**src/rtl/pipeline_hazard_ctrl.sv**
```systemverilog
// Hazard, stall and forwarding controller for the 5-stage MIPS pipeline.
// Multi-cycle load-use stalls, ID-stage branch forwarding, memory-wait freeze and perf counters.
module pipeline_hazard_ctrl #(
  parameter int unsigned REG_W    = 5,
  parameter int unsigned LOAD_LAT = 1,
  parameter int unsigned CNT_W    = 16
) (
  input  logic             clk,
  input  logic             rst,
  input  logic [REG_W-1:0] ifid_rs,
  input  logic [REG_W-1:0] ifid_rt,
  input  logic             ifid_use_rs,
  input  logic             ifid_use_rt,
  input  logic             is_branch,
  input  logic             branch_taken,
  input  logic [REG_W-1:0] idex_rs,
  input  logic [REG_W-1:0] idex_rt,
  input  logic [REG_W-1:0] idex_rd,
  input  logic             idex_regwrite,
  input  logic             idex_memread,
  input  logic [REG_W-1:0] exmem_rd,
  input  logic             exmem_regwrite,
  input  logic             exmem_memread,
  input  logic [REG_W-1:0] memwb_rd,
  input  logic             memwb_regwrite,
  input  logic             mem_busy,
  input  logic             clr_cnt,
  output logic             pc_write,
  output logic             ifid_load,
  output logic             pipe_hold,
  output logic             ifid_flush,
  output logic             idex_flush,
  output logic [1:0]       forward_a,
  output logic [1:0]       forward_b,
  output logic             fwd_br_a,
  output logic             fwd_br_b,
  output logic [CNT_W-1:0] stall_cnt,
  output logic [CNT_W-1:0] flush_cnt
);

  localparam int unsigned CNT_LAT_W = 4;

  localparam logic [0:0] ST_RUN    = 1'b0;
  localparam logic [0:0] ST_LSTALL = 1'b1;

  logic [0:0]           state_q, state_d;
  logic [CNT_LAT_W-1:0] count_q, count_d;
  logic [CNT_W-1:0]     stall_cnt_q, stall_cnt_d;
  logic [CNT_W-1:0]     flush_cnt_q, flush_cnt_d;

  logic dep_idex_rd;
  logic dep_exmem_rd;
  logic load_use;
  logic br_hazard;

  // Register 0 is hard-wired, so it never creates a dependency.
  function automatic logic reg_match(input logic [REG_W-1:0] a, input logic [REG_W-1:0] b);
    return (a != '0) && (a == b);
  endfunction

  function automatic logic [1:0] alu_fwd(input logic [REG_W-1:0] src);
    if (exmem_regwrite && !exmem_memread && reg_match(exmem_rd, src)) return 2'b10;
    if (memwb_regwrite && reg_match(memwb_rd, src))                   return 2'b01;
    return 2'b00;
  endfunction

  always_comb begin
    dep_idex_rd  = (ifid_use_rs && reg_match(ifid_rs, idex_rd)) ||
                   (ifid_use_rt && reg_match(ifid_rt, idex_rd));
    dep_exmem_rd = (ifid_use_rs && reg_match(ifid_rs, exmem_rd)) ||
                   (ifid_use_rt && reg_match(ifid_rt, exmem_rd));
    load_use     = idex_memread && dep_idex_rd;
    br_hazard    = is_branch && ((idex_regwrite && dep_idex_rd) ||
                                 (exmem_memread && dep_exmem_rd));
  end

  // Next state and control outputs; reset forces the frozen/bubble-free output set.
  always_comb begin
    state_d    = state_q;
    count_d    = count_q;
    pc_write   = 1'b1;
    ifid_load  = 1'b1;
    pipe_hold  = 1'b0;
    ifid_flush = 1'b0;
    idex_flush = 1'b0;
    forward_a  = alu_fwd(idex_rs);
    forward_b  = alu_fwd(idex_rt);
    fwd_br_a   = is_branch && exmem_regwrite && !exmem_memread && reg_match(exmem_rd, ifid_rs);
    fwd_br_b   = is_branch && exmem_regwrite && !exmem_memread && reg_match(exmem_rd, ifid_rt);

    case (state_q)
      ST_RUN: begin
        if (mem_busy) begin
          pc_write  = 1'b0;
          ifid_load = 1'b0;
          pipe_hold = 1'b1;
        end else if (load_use) begin
          pc_write   = 1'b0;
          ifid_load  = 1'b0;
          idex_flush = 1'b1;
          if (LOAD_LAT > 1) begin
            state_d = ST_LSTALL;
            count_d = CNT_LAT_W'(LOAD_LAT - 1);
          end
        end else if (br_hazard) begin
          pc_write   = 1'b0;
          ifid_load  = 1'b0;
          idex_flush = 1'b1;
        end else if (branch_taken) begin
          ifid_flush = 1'b1;
        end
      end
      default: begin
        pc_write  = 1'b0;
        ifid_load = 1'b0;
        if (mem_busy) begin
          pipe_hold = 1'b1;
        end else begin
          idex_flush = 1'b1;
          count_d    = count_q - CNT_LAT_W'(1);
          if (count_q == CNT_LAT_W'(1)) state_d = ST_RUN;
        end
      end
    endcase

    if (!rst) begin
      pc_write   = 1'b0;
      ifid_load  = 1'b0;
      pipe_hold  = 1'b1;
      ifid_flush = 1'b0;
      idex_flush = 1'b0;
      forward_a  = 2'b00;
      forward_b  = 2'b00;
      fwd_br_a   = 1'b0;
      fwd_br_b   = 1'b0;
    end
  end

  // Saturating performance counters; clear beats increment.
  always_comb begin
    stall_cnt_d = stall_cnt_q;
    flush_cnt_d = flush_cnt_q;
    if (clr_cnt) begin
      stall_cnt_d = '0;
      flush_cnt_d = '0;
    end else begin
      if (!pc_write && (stall_cnt_q != '1)) stall_cnt_d = stall_cnt_q + CNT_W'(1);
      if ((ifid_flush || idex_flush) && (flush_cnt_q != '1)) flush_cnt_d = flush_cnt_q + CNT_W'(1);
    end
  end

  always_ff @(posedge clk or negedge rst) begin
    if (!rst) begin
      state_q     <= ST_RUN;
      count_q     <= '0;
      stall_cnt_q <= '0;
      flush_cnt_q <= '0;
    end else begin
      state_q     <= state_d;
      count_q     <= count_d;
      stall_cnt_q <= stall_cnt_d;
      flush_cnt_q <= flush_cnt_d;
    end
  end

  assign stall_cnt = stall_cnt_q;
  assign flush_cnt = flush_cnt_q;

endmodule

```
**config.mk**
```make
export PLATFORM = sky130hd
export DESIGN_NAME = pipeline_hazard_ctrl
export DESIGN_NICKNAME = d
export VERILOG_FILES = /design/src/rtl/pipeline_hazard_ctrl.sv
export SDC_FILE = /design/constraint.sdc
export NUM_CORES = 1
export LEC_CHECK = 0
export ABC_CLOCK_PERIOD_IN_PS = 3200
export CAP_MARGIN = 20
export CORE_MARGIN = 3
export CORE_UTILIZATION = 32
export DETAILED_ROUTE_END_ITERATION = 8
export PLACE_DENSITY = 0.68
export SETUP_SLACK_MARGIN = 0.5
export SLEW_MARGIN = 30
export SYNTH_ARGS = -nofsm -noshare
export SYNTH_HDL_FRONTEND = slang
export SYNTH_SLANG_ARGS = --single-unit
```
**constraint.sdc**
```tcl
create_clock -name clk -period 3.2 [get_ports clk]
set_clock_uncertainty 0.05 [all_clocks]
set_input_delay 0.64 -clock clk [delete_from_list [all_inputs] [get_ports clk]]
set_output_delay 0.64 -clock clk [all_outputs]
set_load 0.01 [all_outputs]
```
==> reports/qor.yml <==
grt_pass1_wl_um: 14700
fp.dieH_um: 102
p_int_mw: 1.11
num_vias: 2935
slowest_stage: "or4_4"
relSlewSlack: 0.634
io_buffers: 90
rsz0062_at_grt: "true"
synth_area_leader_cell: "dfrtp_1"
wl_um: 9310
finalSetupViolCount: 0
grt_use_met3: 0.0386
ios: 91
path_clk_slew_ns: 0.08
drv_cap: 0
rows: 34
core-area_sq_um: 8810
status: "finished clean"
seq_power_share: 0.341
wire_per_inst_um: 16.2
synth-async-reset-ratio: 1.00
combinationalPowerShare: 0.355
synth_edf_count: 0
critPathKind: "primary input to primary output"
cp_max_fo: 5
irDropWorstVdd_mv: 0.195
hp-class: "primary input to asynchronous set/reset pin"
ys_ff_latch: 37
diodes: 0
dp_hpwl_um: 6720
drt_iter0_drc: 140
fin_nets: 516
syn-num-nets: 397
yosys_warnings: 0
setup_ws_ns: 0.178
total_leakage_power_nw: 2.04
dpl_worst_slack_ns: -0.526
die_width_um: 102
cts-root-buf: "clkbuf_8"
cts_max_level: 2
path_common_cell: "buf_6"
cp-end-kind: "primary output"
worst_pin_slew_ns: 0.549
cp_cell_sequence: "buf_6 -> or4_4 -> o21ai_4 -> nor4b_4 -> nor4_4 -> buf_12 -> and3_4 -> buf_6"
placed_area_sq_um: 4210
synth_top_cell_area_share: 0.316
p_sw_mw: 0.495
clock-sinks: 37
top_usage_layer: "met2"
max_freq_ghz: 0.331
nFillCells: 794
hold_slack_ns: 0.301
dieArea_sq_um: 10300
postSynthCellCount: 345
layout-drive-gt1-share: 0.254
synth.distinct_cells: 35
numCtsBuffers: 5
swShare: 0.308
synth.area.top_cells: "dfrtp_1 32%, mux2_1 12%, xnor2_1 6.9%"
syn_area_per_cell_sq_um: 8.49
initial_core_util: 0.333
final_max_slew_viol_count: 0
syn-cell-area_sq_um: 2930
period_share: 0.945
cp_data_required_time_ns: 2.51
gp_congestion: 0.917
clockBufferDepth: 2
area_growth_pct: 54.9
period_needed_ns: 3.02
grt_use_met2: 0.300
drc: 0
hold_buffers: 0
grt_pass1_vias: 2967
max_stage_delay_ns: 0.54
crit_buf_inv: 3
first_pass_iters: 4
yosysSeqAreaShare: 0.316
final_hold_viol_count: 0
powerDensity_nw_per_um2: 354
grt_use_met1: 0.241
viasPerCell: 5.12
route.antenna.remaining_nets: 0
fin_util: 0.515
p_total_mw: 1.61
synth-main-ff-cell: "dfrtp_1"
clkPwrFrac: 0.304
grt_max_degree: 34
grt.total_usage: 0.180
antenna_found_initial: 0
cp-start-kind: "primary input"
cp_data_arrival_time_ns: 2.33
final_cell_area_sq_um: 4540
overflow: 0
clock_latency_ns: 0.29
cts_tree: "yes"
cp_top_family: "simple AND/OR/NAND/NOR gates"
==> cell usage after synthesis (5+ instances only) <==
cell type / count
dfrtp_1: 37
nor2_1: 33
nor2b_1: 31
a21oi_1: 30
mux2_1: 30
xnor2_1: 23
clkbuf_1: 20
xor2_1: 20
nand2_1: 16
nand4_1: 16
nand3_1: 13
and3_1: 12
inv_1: 7
nor4_1: 7
or4_1: 7
and2_1: 6
nand2b_1: 5
==> state kept, by name, summed over array words and instances (netlist names) <==
signal / count
flush_cnt: 16
count_q: 4
state_q: 1
stall_cnt: 16
==> area by class of cell <==
cell class              instances  area, sq um  share of cell area
clock inverters                 3         65.1              0.0143
clock buffers                   5         68.8              0.0152
well taps                     108          135              0.0298
inverters                       7         28.8             0.00634
flip-flops and latches         37          926               0.204
multi-input cells             276         2110               0.465
repair buffers                137         1200               0.265
==> layer usage <==
metal | wire length [um] | share of wire
met2 | 4440 | 0.48
met4 | 133 | 0.014
met5 | 0 | 0
met1 | 4250 | 0.46
met3 | 485 | 0.052
==> placed cells by master, fill, tap and decap left out, types with 5 or more instances in the layout <==
cell type / instances
buf_2: 12
a21oi_1: 30
xnor2_1: 23
nand3_1: 12
dfrtp_1: 37
buf_4: 37
clkbuf_2: 10
nand2b_1: 5
nor2_1: 32
dlygate4sd2_1: 15
mux2_1: 30
clkdlybuf4s50_1: 37
xor2_1: 18
inv_1: 6
nand2_1: 16
nand4_1: 16
nor4_4: 6
or4_4: 5
clkbuf_8: 5
buf_6: 17
and3_1: 11
nor2b_1: 29
==> kinds of logic after synthesis <==
kind of cell               count (synthesis)  share of synthesized area
muxes                                     32                      0.122
adders and majority gates                  4                     0.0171
and+or+nand+nor                          157                      0.299
buffers and inverters                     32                     0.0436
AOI/OAI and AO/OA                         40                     0.0734
xor gates and xnor gates                  43                      0.129
DFF                                       37                      0.316
==> power by group through the flow <==
stage / registers (mW) / logic [mW] / clock network (mW)
3_3_place_gp: 0.555 / 0.497 / 0
5_1_grt: 0.555 / 0.628 / 0.528
6_report: 0.548 / 0.571 / 0.489
4_1_cts: 0.549 / 0.561 / 0.501
2_1_floorplan: 0.551 / 0.242 / 0
3_5_place_dp: 0.556 / 0.507 / 0
==> path summary, 6_finish.rpt <==
check                                          from                         to  slack [ns]  depth (start not counted)
min reg2reg                  count_q[3]$_DFFE_PN0P_     count_q[3]$_DFFE_PN0P_        0.44                          1
min in group clk             count_q[3]$_DFFE_PN0P_     count_q[3]$_DFFE_PN0P_        0.44                          1
min                                             rst  stall_cnt[12]$_DFFE_PN0P_        0.30                          2
max reg2reg                stall_cnt[3]$_DFFE_PN0P_   stall_cnt[0]$_DFFE_PN0P_        0.84                          5
max                                      ifid_rt[1]                 ifid_flush        0.18                          8
max in group asynchronous                       rst   stall_cnt[2]$_DFFE_PN0P_        2.19                          3
==> timing repair <==
item	in CTS	in global routing
pin swaps	23	17
gates resized for setup	154	40
setup buffers	8	0
endpoints found under the setup margin	42	24
==> worst reg2reg max path, stage by stage (launching register included) <==
cell and delay [ns]:
dfrtp_1 0.45, and3_1 0.31, nand4_1 0.14, or4_1 0.71
a21boi_2 0.27, mux2_1 0.32
==> metrics by stage <==
step,instances,TNS [ns]
3_5_place_dp,557,-3.52
5_1_grt,573,0
6_report,573,0
3_3_place_gp,557,-3.54
2_1_floorplan,345,0
4_1_cts,573,0
(Power assumes the default switching activity.)
